## src/rtl/uart_pkg.sv

```systemverilog
// Constants shared by the UART transmit and receive cores.
package uart_pkg;

    localparam int DATA_BITS = 8;

    // Parity method encodings, decoded identically by the receive FSM
    localparam logic PAR_EVEN = 1'b0;
    localparam logic PAR_ODD  = 1'b1;

    // Serialiser / deserialiser state encoding
    typedef enum logic [2:0] {
        ST_IDLE   = 3'd0,
        ST_START  = 3'd1,
        ST_DATA   = 3'd2,
        ST_PARITY = 3'd3,
        ST_STOP   = 3'd4
    } uart_state_e;

endpackage

```

## src/rtl/tx_byte_fifo.sv

```systemverilog
// Byte FIFO for the transmit path: RAM storage, wrap-bit pointers and
// registered full/empty flags.
module tx_byte_fifo
    import uart_pkg::*;
#(
    parameter int DEPTH = 128
) (
    input  logic                 clk,
    input  logic                 rst_n,
    input  logic [DATA_BITS-1:0] data_i,
    input  logic                 we_i,
    input  logic                 pop_i,
    output logic [DATA_BITS-1:0] data_o,
    output logic                 full_o,
    output logic                 empty_o
);

    localparam int AW = $clog2(DEPTH);

    logic [DATA_BITS-1:0] mem_q [DEPTH];
    logic [AW:0]          wr_ptr_q, wr_ptr_d;
    logic [AW:0]          rd_ptr_q, rd_ptr_d;
    logic                 full_q, full_d;
    logic                 empty_q, empty_d;
    logic                 wr_en, rd_en;

    assign wr_en   = we_i && !full_q;
    assign rd_en   = pop_i && !empty_q;
    assign data_o  = mem_q[rd_ptr_q[AW-1:0]];
    assign full_o  = full_q;
    assign empty_o = empty_q;

    // Pointer advance; flags are derived from the next pointers so they settle with them
    always_comb begin
        wr_ptr_d = wr_ptr_q;
        rd_ptr_d = rd_ptr_q;
        if (wr_en) wr_ptr_d = wr_ptr_q + {{AW{1'b0}}, 1'b1};
        if (rd_en) rd_ptr_d = rd_ptr_q + {{AW{1'b0}}, 1'b1};
        empty_d = (wr_ptr_d == rd_ptr_d);
        full_d  = (wr_ptr_d[AW] != rd_ptr_d[AW]) && (wr_ptr_d[AW-1:0] == rd_ptr_d[AW-1:0]);
    end

    // Pointer and flag registers
    always_ff @(posedge clk or negedge rst_n) begin
        if (!rst_n) begin
            wr_ptr_q <= '0;
            rd_ptr_q <= '0;
            full_q   <= 1'b0;
            empty_q  <= 1'b1;
        end else begin
            wr_ptr_q <= wr_ptr_d;
            rd_ptr_q <= rd_ptr_d;
            full_q   <= full_d;
            empty_q  <= empty_d;
        end
    end

    // Storage; contents need no reset since the pointers gate every read
    always_ff @(posedge clk) begin
        if (wr_en) mem_q[wr_ptr_q[AW-1:0]] <= data_i;
    end

endmodule

```

## src/rtl/tx_core.sv

```systemverilog
// UART transmit core: byte FIFO feeding a baud-tick driven frame serialiser.
module tx_core
    import uart_pkg::*;
#(
    parameter int DEPTH     = 128,
    parameter int STOP_BITS = 1
) (
    input  logic                 clk,
    input  logic                 rst,
    input  logic [DATA_BITS-1:0] data_i,
    input  logic                 n_we_i,
    output logic                 p_full_o,
    output logic                 p_empty_o,
    input  logic                 p_BaudSig_i,
    input  logic                 p_ParityEnable_i,
    input  logic                 ParityMethod_i,
    input  logic                 p_BigEnd_i,
    output logic                 p_Busy_o,
    output logic                 Tx_o
);

    uart_state_e          state_q, state_d;
    logic [DATA_BITS-1:0] shift_q, shift_d;
    logic [DATA_BITS-1:0] byte_q, byte_d;
    logic [3:0]           cnt_q, cnt_d;
    logic                 stop_cnt_q, stop_cnt_d;
    logic                 par_en_q, par_en_d;
    logic                 par_odd_q, par_odd_d;
    logic                 big_q, big_d;
    logic                 tx_q, tx_d;
    logic                 busy_q, busy_d;
    logic                 start_frame, pop;
    logic [DATA_BITS-1:0] fifo_dout;
    logic                 next_bit;
    logic [DATA_BITS-1:0] shifted;

    tx_byte_fifo #(.DEPTH(DEPTH)) u_fifo (
        .clk     (clk),
        .rst_n   (rst),
        .data_i  (data_i),
        .we_i    (!n_we_i),
        .pop_i   (pop),
        .data_o  (fifo_dout),
        .full_o  (p_full_o),
        .empty_o (p_empty_o)
    );

    assign Tx_o     = tx_q;
    assign p_Busy_o = busy_q;
    assign next_bit = big_q ? shift_q[DATA_BITS-1] : shift_q[0];
    assign shifted  = big_q ? {shift_q[DATA_BITS-2:0], 1'b0} : {1'b0, shift_q[DATA_BITS-1:1]};

    // Frame sequencing; every transition waits for a baud tick
    always_comb begin
        state_d     = state_q;
        shift_d     = shift_q;
        byte_d      = byte_q;
        cnt_d       = cnt_q;
        stop_cnt_d  = stop_cnt_q;
        par_en_d    = par_en_q;
        par_odd_d   = par_odd_q;
        big_d       = big_q;
        tx_d        = tx_q;
        busy_d      = busy_q;
        start_frame = 1'b0;
        pop         = 1'b0;
        if (p_BaudSig_i) begin
            case (state_q)
                ST_IDLE: start_frame = !p_empty_o;
                ST_START: begin
                    tx_d    = next_bit;
                    shift_d = shifted;
                    state_d = ST_DATA;
                end
                ST_DATA: begin
                    if (cnt_q == 4'(DATA_BITS - 1)) begin
                        stop_cnt_d = 1'b0;
                        if (par_en_q) begin
                            tx_d    = (^byte_q) ^ par_odd_q;
                            state_d = ST_PARITY;
                        end else begin
                            tx_d    = 1'b1;
                            state_d = ST_STOP;
                        end
                    end else begin
                        tx_d    = next_bit;
                        shift_d = shifted;
                        cnt_d   = cnt_q + 4'd1;
                    end
                end
                ST_PARITY: begin
                    tx_d    = 1'b1;
                    state_d = ST_STOP;
                end
                ST_STOP: begin
                    if (stop_cnt_q == 1'(STOP_BITS - 1)) begin
                        if (!p_empty_o) begin
                            start_frame = 1'b1;
                        end else begin
                            state_d = ST_IDLE;
                            busy_d  = 1'b0;
                        end
                    end else begin
                        stop_cnt_d = stop_cnt_q + 1'b1;
                    end
                end
                default: begin
                    state_d = ST_IDLE;
                    tx_d    = 1'b1;
                    busy_d  = 1'b0;
                end
            endcase
        end
        // Pop the next byte and freeze the configuration for the whole frame
        if (start_frame) begin
            pop       = 1'b1;
            shift_d   = fifo_dout;
            byte_d    = fifo_dout;
            par_en_d  = p_ParityEnable_i;
            par_odd_d = (ParityMethod_i == PAR_ODD);
            big_d     = p_BigEnd_i;
            cnt_d     = 4'd0;
            tx_d      = 1'b0;
            busy_d    = 1'b1;
            state_d   = ST_START;
        end
    end

    // Serialiser registers; reset drives the line straight to idle-high
    always_ff @(posedge clk or negedge rst) begin
        if (!rst) begin
            state_q    <= ST_IDLE;
            shift_q    <= '0;
            byte_q     <= '0;
            cnt_q      <= 4'd0;
            stop_cnt_q <= 1'b0;
            par_en_q   <= 1'b0;
            par_odd_q  <= 1'b0;
            big_q      <= 1'b0;
            tx_q       <= 1'b1;
            busy_q     <= 1'b0;
        end else begin
            state_q    <= state_d;
            shift_q    <= shift_d;
            byte_q     <= byte_d;
            cnt_q      <= cnt_d;
            stop_cnt_q <= stop_cnt_d;
            par_en_q   <= par_en_d;
            par_odd_q  <= par_odd_d;
            big_q      <= big_d;
            tx_q       <= tx_d;
            busy_q     <= busy_d;
        end
    end

endmodule

```

## config.mk

```make
export PLATFORM = sky130hd
export DESIGN_NAME = tx_core
export DESIGN_NICKNAME = d
export VERILOG_FILES = /design/src/rtl/uart_pkg.sv /design/src/rtl/tx_byte_fifo.sv /design/src/rtl/tx_core.sv
export SDC_FILE = /design/constraint.sdc
export NUM_CORES = 1
export LEC_CHECK = 0
export ABC_AREA = 0
export ABC_CLOCK_PERIOD_IN_PS = 7050
export CORE_UTILIZATION = 45
export DETAILED_ROUTE_END_ITERATION = 8
export GPL_ROUTABILITY_DRIVEN = 0
export PLACE_DENSITY_LB_ADDON = 0.1
export SLEW_MARGIN = 40
export SYNTH_ARGS = -nofsm -noshare
export SYNTH_HDL_FRONTEND = slang
export SYNTH_HIERARCHICAL = 1
export SYNTH_SLANG_ARGS = --single-unit
```

## constraint.sdc

```tcl
create_clock -name clk -period 7.05 [get_ports clk]
set_input_delay 0.705 -clock clk [delete_from_list [all_inputs] [get_ports clk]]
set_output_delay 0.705 -clock clk [all_outputs]
set_load 0.01 [all_outputs]
```

==> flow_summary.ini, run 1 <==
[drt]
postRouteAntennaNets = 0
avgRoutedWirePerCell_um = 29.3
wl_met1_mm = 44.1
drt_wl_total_mm = 98.0
via_per_inst = 5.89
drtPass1Iterations = 5
wl_met2_mm = 46.8
drtIter0Drc = 1979
drc = 0
highest_layer = met5
wl_met3_mm = 5.09
vias = 19690

[layout]
insertedDiodeCount = 0
fin_cells = 3343
drive_gt1_share_pct = 27.8
finish.utilization_pct = 51.1
final_common_cell = edfxtp_1
synthToLayoutAreaGrowth_pct = 11.9
fin_area_mm2 = 0.0472
final_cell_mix = edfxtp_1, mux4_2, clkbuf_16
nets = 2029

[placement]
dpl.hpwl_mm = 57.8
dp_cells = 3142
port_buffers = 18
pre_cts_ws_ps = 2510
place_area_mm2 = 0.0437

[critical_path]
worstPathRequired_ps = 7600
path_max_fanout = 42
critPathSlowestCell = dfrtp_4
crit_start = u_fifo/rd_ptr_q[1]
start_kind = flip-flop
arrival_ps = 5140
crit_family = buffers and inverters
end_kind = flip-flop
slowest_delay_ps = 820
path_buf_inv = 2
path_class = flip-flop to flip-flop
r2r_start = u_fifo/rd_ptr_q[1]
path_cells = buf_4 > buf_4 > mux4_2 > mux2i_1 > nor2_1 > a311oi_1 > o21ai_0 > and3_1 > nand2_1 > o21ai_0 > mux2_4

[cts]
cts_buffers = 109
cts_resized = 0
cts_tree = built
clock-sinks = 1070
root_buffer = clkbuf_16
h-tree-depth = 3
clockBufferDepth = 3
clkTransAtPathRegs_ps = 60
hold_buffers = 0
clock_latency_ps = 680
cts_setup_buffers = 0

[yosys]
ys_seq_elements = 1070
yosysSeqAreaShare_pct = 75.7
synth_area_mm2 = 0.0421
ys_warn_count = 6
syn_inst = 1964
syn_area_per_cell_um2 = 21.5
synth_edf_count = 1024
synth_flop_cell = edfxtp_1
yosysUniqueCellTypes = 63
synthArstFlopShare_pct = 4.30
syn_nets = 1982

[timing]
slew_viol_final = 0
period_minus_slack_ps = 4590
max_freq_mhz = 218
worst_pin_slew_ps = 895
fin_setup_tns_ps = 0
max_slew_margin_pct = 40.1
hold_viol_final = 0
clock_skew_ps = 28.2
rsz0062_at_grt = false
fin_ws_ps = 2460
setup_viol = 0
min_period_over_period_pct = 65.1
hold_slack_ps = 137

[die]
fp.dieH_um = 308
start_util_pct = 45.7
io_pins = 19
die_x_um = 308
row_count = 111
core_mm2 = 0.0922
dieArea_mm2 = 0.0949

[outcome]
status = finished, final reports clean

[global_routing]
grt.total_usage_pct = 21.2
grt_pass1_wl_mm = 144
grt_remaining_overflow = 0
grt_pass1_vias = 20236
grt_start_max_net_pins = 101
antenna_found_initial = 3

[power_and_ir_drop]
p_total_mw = 18.0
power.density_mw_per_mm2 = 381
ir_drop_mv = 0.265
leakage_nw = 14.7

[worst_hold_path]
min_path_type = input port to asynchronous set/reset pin

[run]
drv_cap = 0
## power by group
group / switching (mW) / internal, mW / total, mW
clock network: 2.35 / 3.13 / 5.47
registers: 0.313 / 7.20 / 7.51
logic: 2.75 / 2.22 / 4.97
total: 5.41 / 12.5 / 18.0
## cell usage after synthesis, drive strengths merged, types with 2 or more instances
master	instances	area (um^2)
a2111oi	4	41.3
a211o	8	70.1
a211oi	24	180
a21boi	2	15.0
a21oi	8	40.0
and2	2	12.5
and3	4	25.0
and3b	2	17.5
buf	72	507
clkbuf	39	148
dfrtp	44	1100
dfstp	2	52.6
edfxtp	1024	30700
ha	3	37.5
inv	7	26.3
mux2	29	357
mux2i	60	601
mux4	281	6340
nand2	60	225
nand2b	5	33.8
nand3	13	70.1
nand3b	2	15.0
nand4	3	18.8
nand4b	2	17.5
nor2	138	518
nor2b	20	125
nor3	6	40.0
nor3b	2	15.0
nor4	2	12.5
nor4b	2	17.5
o21ai	14	70.1
o221ai	8	70.1
o22ai	28	175
or2	2	12.5
xnor2	16	140
xor2	13	114
## logic make-up after synthesis
group	share of synthesized area (%)
flip-flops	75.7
adder cells (fa/ha/maj)	0.0891
AO/OA/AOI/OAI	1.73
AND/OR/NAND/NOR	2.88
XOR/XNOR	0.656
buffers and inverters	1.62
multiplexers	17.3
## sequential cells by signal, summed over array words and instances, names as in the netlist
signal / flops
u_fifo/mem_q: 1024
byte_q: 8
shift_q: 8
u_fifo/rd_ptr_q: 8
u_fifo/wr_ptr_q: 8
cnt_q: 4
state_q: 3
Tx_o: 1
big_q: 1
p_Busy_o: 1
par_en_q: 1
par_odd_q: 1
u_fifo/empty_o: 1
u_fifo/full_o: 1
## area by class of cell
type / count / area (um^2)
clock buffers: 149 / 2900
multi-input cells: 776 / 9810
repair buffers: 47 / 492
fillers: 7341 / 45100
clock inverters: 51 / 472
inverters: 7 / 26.3
flip-flops and latches: 1070 / 31900
well taps: 1243 / 1560
## path summary, 6_finish.rpt
| path | endpoint | slack, ps | depth (start not counted) |
|---|---|---|---|
| worst max-delay path | shift_q[7] | 2460 | 11 |
| worst min register to register | p_Busy_o | 480 | 2 |
| worst min-delay path | state_q[1] | 140 | 2 |
| worst max register to register | shift_q[7] | 2460 | 11 |
| min in group clk | u_fifo/mem_q[64][0] | 460 | 1 |
| max in group asynchronous | u_fifo/rd_ptr_q[2] | 6410 | 2 |
## layer usage
| layer | GRT usage (%) | vias up |
|---|---|---|
| met4 | 4.49 | 4 |
| met2 | 33.3 | 574 |
| li1 | - | 8255 |
| met5 | 0 | - |
| met1 | 31.2 | 10735 |
| met3 | 3.68 | 122 |
Note: power is estimated with default switching activity, not from simulation.
==> run 2, diff against run 1 <==
--- a/config.mk
+++ b/config.mk
@@ -6,7 +6,7 @@
 export NUM_CORES = 1
 export LEC_CHECK = 0
 export ABC_AREA = 0
-export ABC_CLOCK_PERIOD_IN_PS = 7050
+export ABC_CLOCK_PERIOD_IN_PS = 4000
 export CORE_UTILIZATION = 45
 export DETAILED_ROUTE_END_ITERATION = 8
 export GPL_ROUTABILITY_DRIVEN = 0
==> constraint.sdc (replaced) <==
create_clock -name clk -period 4 [get_ports clk]
set_input_delay 0.4 -clock clk [delete_from_list [all_inputs] [get_ports clk]]
set_output_delay 0.4 -clock clk [all_outputs]
set_load 0.01 [all_outputs]
==> flow_summary.ini, run 2 (synthesis gave the netlist of run 1 again) <==
[outcome]
status = finished, final reports clean

[die]
start_util_pct = 45.7
core_mm2 = 0.0922
fp.dieH_um = 308
row_count = 111
io_pins = 19
dieArea_mm2 = 0.0949
die_x_um = 308

[cts]
cts_tree = built
clock-sinks = 1070
clock_latency_ps = 680
cts_setup_buffers = 0
cts_buffers = 112
hold_buffers = 1
cts_resized = 0
clockBufferDepth = 3
root_buffer = clkbuf_16
clkTransAtPathRegs_ps = 60
h-tree-depth = 3

[power_and_ir_drop]
power.density_mw_per_mm2 = 667
ir_drop_mv = 0.389
leakage_nw = 15.7
p_total_mw = 32.4

[worst_hold_path]
whs_path_depth = 1
worstHoldStart = data_i[5]
min_path_type = input port to flip-flop
worstHoldEndpoint = u_fifo/mem_q[90][5]

[critical_path]
slowest_delay_ps = 690
start_kind = flip-flop
reg2reg_slack_ps = 400
worstPathRequired_ps = 4560
arrival_ps = 4160
path_cells = buf_12 > buf_4 > mux4_2 > mux2i_1 > o221ai_1 > a211oi_1 > a21oi_1 > nand2_1 > o21ai_0 > mux2_4
path_max_fanout = 17
path_class = flip-flop to flip-flop
path_buf_inv = 2
r2r_start = u_fifo/rd_ptr_q[0]
r2r_end = shift_q[0]
end_kind = flip-flop
crit_family = compound AO/OA/AOI/OAI gates
critPathSlowestCell = dfrtp_4
reg2reg_depth = 10

[timing]
fin_setup_tns_ps = 0
fin_ws_ps = 401
clock_skew_ps = 20.4
slew_viol_final = 0
setup_viol = 0
period_minus_slack_ps = 3600
rsz0062_at_grt = false
hold_viol_final = 0
max_freq_mhz = 278
min_period_over_period_pct = 90.0
max_slew_margin_pct = 43.0
worst_pin_slew_ps = 855

[placement]
port_buffers = 18
pre_cts_ws_ps = 403
dpl.hpwl_mm = 63.1

[drt]
avgRoutedWirePerCell_um = 28.5
drc = 0
drtPass1Iterations = 7
vias = 20185
drtIter0Drc = 1756
via_per_inst = 5.74
postRouteAntennaNets = 0
drt_wl_total_mm = 100

[global_routing]
grt_remaining_overflow = 0
grt.total_usage_pct = 21.6
grt_pass1_vias = 20703
grt_pass1_wl_mm = 147
grt_start_max_net_pins = 108
antenna_found_initial = 0

[layout]
insertedDiodeCount = 0
synthToLayoutAreaGrowth_pct = 15.4
drive_gt1_share_pct = 30.7
largest_reg_flops = 1024
final_common_cell = edfxtp_1
nets = 2202
final_cell_mix = edfxtp_1, mux4_2, buf_4

[run]
drv_cap = 0
[run 2: power breakdown]
group          switching (mW)  total (mW)  leakage (nW)  internal (mW)
clock                    4.18        10.1          1.75           5.90
combinational            4.78        9.12          4.16           4.34
sequential              0.534        13.2          9.78           12.7
[run 2: through the flow]
stage | cell area, um^2 | cells | hold WS (ps) | util [%]
2_1_floorplan | 42100 | 1964 | 104 | -
3_3_place_gp | 44900 | 3310 | 468 | 48.7
3_5_place_dp | 45000 | 3310 | 471 | 48.7
4_1_cts | 48600 | 3516 | 213 | 52.6
5_1_grt | 48600 | 3518 | 91.8 | 52.7
6_report | 48600 | 3518 | 101 | 52.7
[run 2: worst reg2reg max path, cell delays in order (launching register included)]
cell and delay, ps:
dfrtp_4 690, buf_12 270, buf_4 320, mux4_2 580
mux2i_1 200, o221ai_1 320, a211oi_1 580, a21oi_1 80
nand2_1 90, o21ai_0 80, mux2_4 260
[run 2: how the worst max path moves through the flow]
stage,slack (ps),depth (start not counted),to,from
3_3_place_gp,350,10,shift_q[0],u_fifo/rd_ptr_q[0]
6_report,400,10,shift_q[0],u_fifo/rd_ptr_q[0]
3_5_place_dp,400,10,shift_q[0],u_fifo/rd_ptr_q[0]
4_1_cts,380,10,shift_q[0],u_fifo/rd_ptr_q[0]
5_1_grt,270,10,shift_q[4],u_fifo/rd_ptr_q[0]
2_1_floorplan,1150,11,u_fifo/full_o,state_q[1]
[run 2: area by class of cell]
class | instances | area (um^2)
timing repair buffer | 217 | 1950
clock inverter | 54 | 462
tap | 1243 | 1560
multi-input combinational | 776 | 9590
inverter | 7 | 26.3
clock buffer | 151 | 3120
sequential | 1070 | 31900
fill | 7234 | 43600
[run 2: routing by layer]
layer	track usage (%)	vias up	routed length (um)
met5	0	-	0
li1	-	8610	-
met4	6.59	0	2770
met2	33.4	577	47200
met3	3.96	149	5860
met1	31.5	10849	44500
==> run 3, diff against run 2 <==
--- a/config.mk
+++ b/config.mk
@@ -7,10 +7,10 @@
 export LEC_CHECK = 0
 export ABC_AREA = 0
 export ABC_CLOCK_PERIOD_IN_PS = 4000
+export CAP_MARGIN = 20
 export CORE_UTILIZATION = 45
 export DETAILED_ROUTE_END_ITERATION = 8
 export GPL_ROUTABILITY_DRIVEN = 0
-export PLACE_DENSITY_LB_ADDON = 0.1
 export SLEW_MARGIN = 40
 export SYNTH_ARGS = -nofsm -noshare
 export SYNTH_HDL_FRONTEND = slang
==> flow_summary.ini, run 3 (synthesis gave the netlist of run 1 again) <==
[critical_path]
crit_start = u_fifo/rd_ptr_q[0]
end_kind = flip-flop
r2r_start = u_fifo/rd_ptr_q[0]
reg2reg_slack_ps = 290
crit_family = multiplexers
arrival_ps = 4270
worstPathRequired_ps = 4560
path_max_fanout = 15
critPathSlowestCell = dfrtp_4
slowest_delay_ps = 710
path_buf_inv = 2
path_class = flip-flop to flip-flop
path_cells = buf_4 > mux4_2 > mux4_2 > o22ai_1 > a211oi_1 > a211oi_1 > buf_4 > a21oi_1 > nand2_1 > o21ai_0 > mux2_4
r2r_end = shift_q[0]
start_kind = flip-flop
crit_cells = 11
reg2reg_depth = 11

[power_and_ir_drop]
ir_drop_mv = 0.364
switching_share_pct = 29.1
leakage_nw = 15.5
p_total_mw = 31.7
seq_power_share_pct = 41.9
power_switching_mw = 9.22
pwr-share-comb_pct = 28.0
power.density_mw_per_mm2 = 657
clockPowerShare_pct = 30.1
power.internal_mw = 22.5

[outcome]
status = finished, final reports clean

[timing]
max_freq_mhz = 269
fin_setup_tns_ps = 0
slew_viol_final = 0
rsz0062_at_grt = false
min_period_over_period_pct = 92.9
worst_pin_slew_ps = 862
hold_viol_final = 0
clock_skew_ps = 23.6
setup_viol = 0
period_minus_slack_ps = 3710
max_slew_margin_pct = 42.4

[global_routing]
grt_pass1_vias = 20925
grt_start_max_net_pins = 109
grt_remaining_overflow = 0
antenna_found_initial = 0
grt.total_usage_pct = 21.0
grt_pass1_wl_mm = 145

[layout]
final_cell_mix = edfxtp_1, mux4_2, buf_4
drive_gt1_share_pct = 30.1
synthToLayoutAreaGrowth_pct = 14.4
final_common_cell = edfxtp_1
largest_reg_flops = 1024
fin_area_mm2 = 0.0482
nFillCells = 7219
insertedDiodeCount = 0
nets = 2178

[drt]
via_per_inst = 5.82
drtIter0Drc = 2046
avgRoutedWirePerCell_um = 28.0
drtPass1Iterations = 5
postRouteAntennaNets = 0
drt_wl_total_mm = 97.4
vias = 20279
drc = 0

[cts]
root_buffer = clkbuf_16
cts_tree = built
h-tree-depth = 3
clkTransAtPathRegs_ps = 60
clock_latency_ps = 680
cts_buffers = 109
clockBufferDepth = 3
clock-sinks = 1070

[die]
start_util_pct = 45.7
die_x_um = 308
core_mm2 = 0.0922
fp.dieH_um = 308
io_pins = 19
dieArea_mm2 = 0.0949
row_count = 111

[placement]
place_area_mm2 = 0.0448
dpl.hpwl_mm = 60.5
port_buffers = 18

[worst_hold_path]
worstHoldStart = data_i[0]
min_path_type = input port to flip-flop
whs_path_depth = 1
worstHoldEndpoint = u_fifo/mem_q[105][0]

[run]
drv_cap = 0
run 3: cell type report:
cell class | count | area (um^2) | area share (%)
Tap cell | 1243 | 1560 | 3.23
Clock buffer | 141 | 2930 | 6.08
Multi-Input combinational cell | 776 | 9610 | 19.9
Sequential cell | 1070 | 31900 | 66.2
Inverter | 7 | 26.3 | 0.0545
Clock inverter | 52 | 389 | 0.807
Timing Repair Buffer | 196 | 1790 | 3.71
run 3: routing by layer:
metal	global-route usage (%)	share of wire, %	vias to the layer above
li1	-	-	8563
met2	33.7	49	654
met3	3.45	5.8	133
met1	30.5	43	10929
met4	4.80	1.7	0
met5	0	0	-
run 3: how the worst max path moves through the flow:
| stage | endpoint | slack (ps) |
|---|---|---|
| 2_1_floorplan | u_fifo/full_o | 1150 |
| 3_3_place_gp | shift_q[4] | 130 |
| 3_5_place_dp | shift_q[0] | 100 |
| 4_1_cts | shift_q[0] | 90 |
| 5_1_grt | shift_q[6] | 70 |
| 6_report | shift_q[0] | 290 |
run 3: repair_timing:
item / 4_1_cts / 5_1_grt
setup endpoints to repair: 0 / 1
setup buffers: 0 / 1
hold buffers: 1 / 0
hold endpoints to repair: 27 / 0
gates resized for setup: 0 / 0
run 3: metrics by stage:
step	instances	worst slack [ps]	util, %	hold slack, ps
final	3485	286	52.3	150
after global routing	3485	68.6	52.3	134
after CTS	3483	85.8	52.2	191
after detailed placement	3289	96.1	48.6	470
after global placement	3289	131	48.5	461
after floorplan	1964	1150	-	104
run 3: power groups by stage:
stage          Clock, mW  Sequential [mW]  Combinational, mW
4_1_cts             9.73             13.3               8.90
3_5_place_dp           0             13.5               8.87
5_1_grt             10.2             13.3               9.37
6_report            9.54             13.3               8.87
3_3_place_gp           0             13.5               8.78
2_1_floorplan          0             13.1               6.34
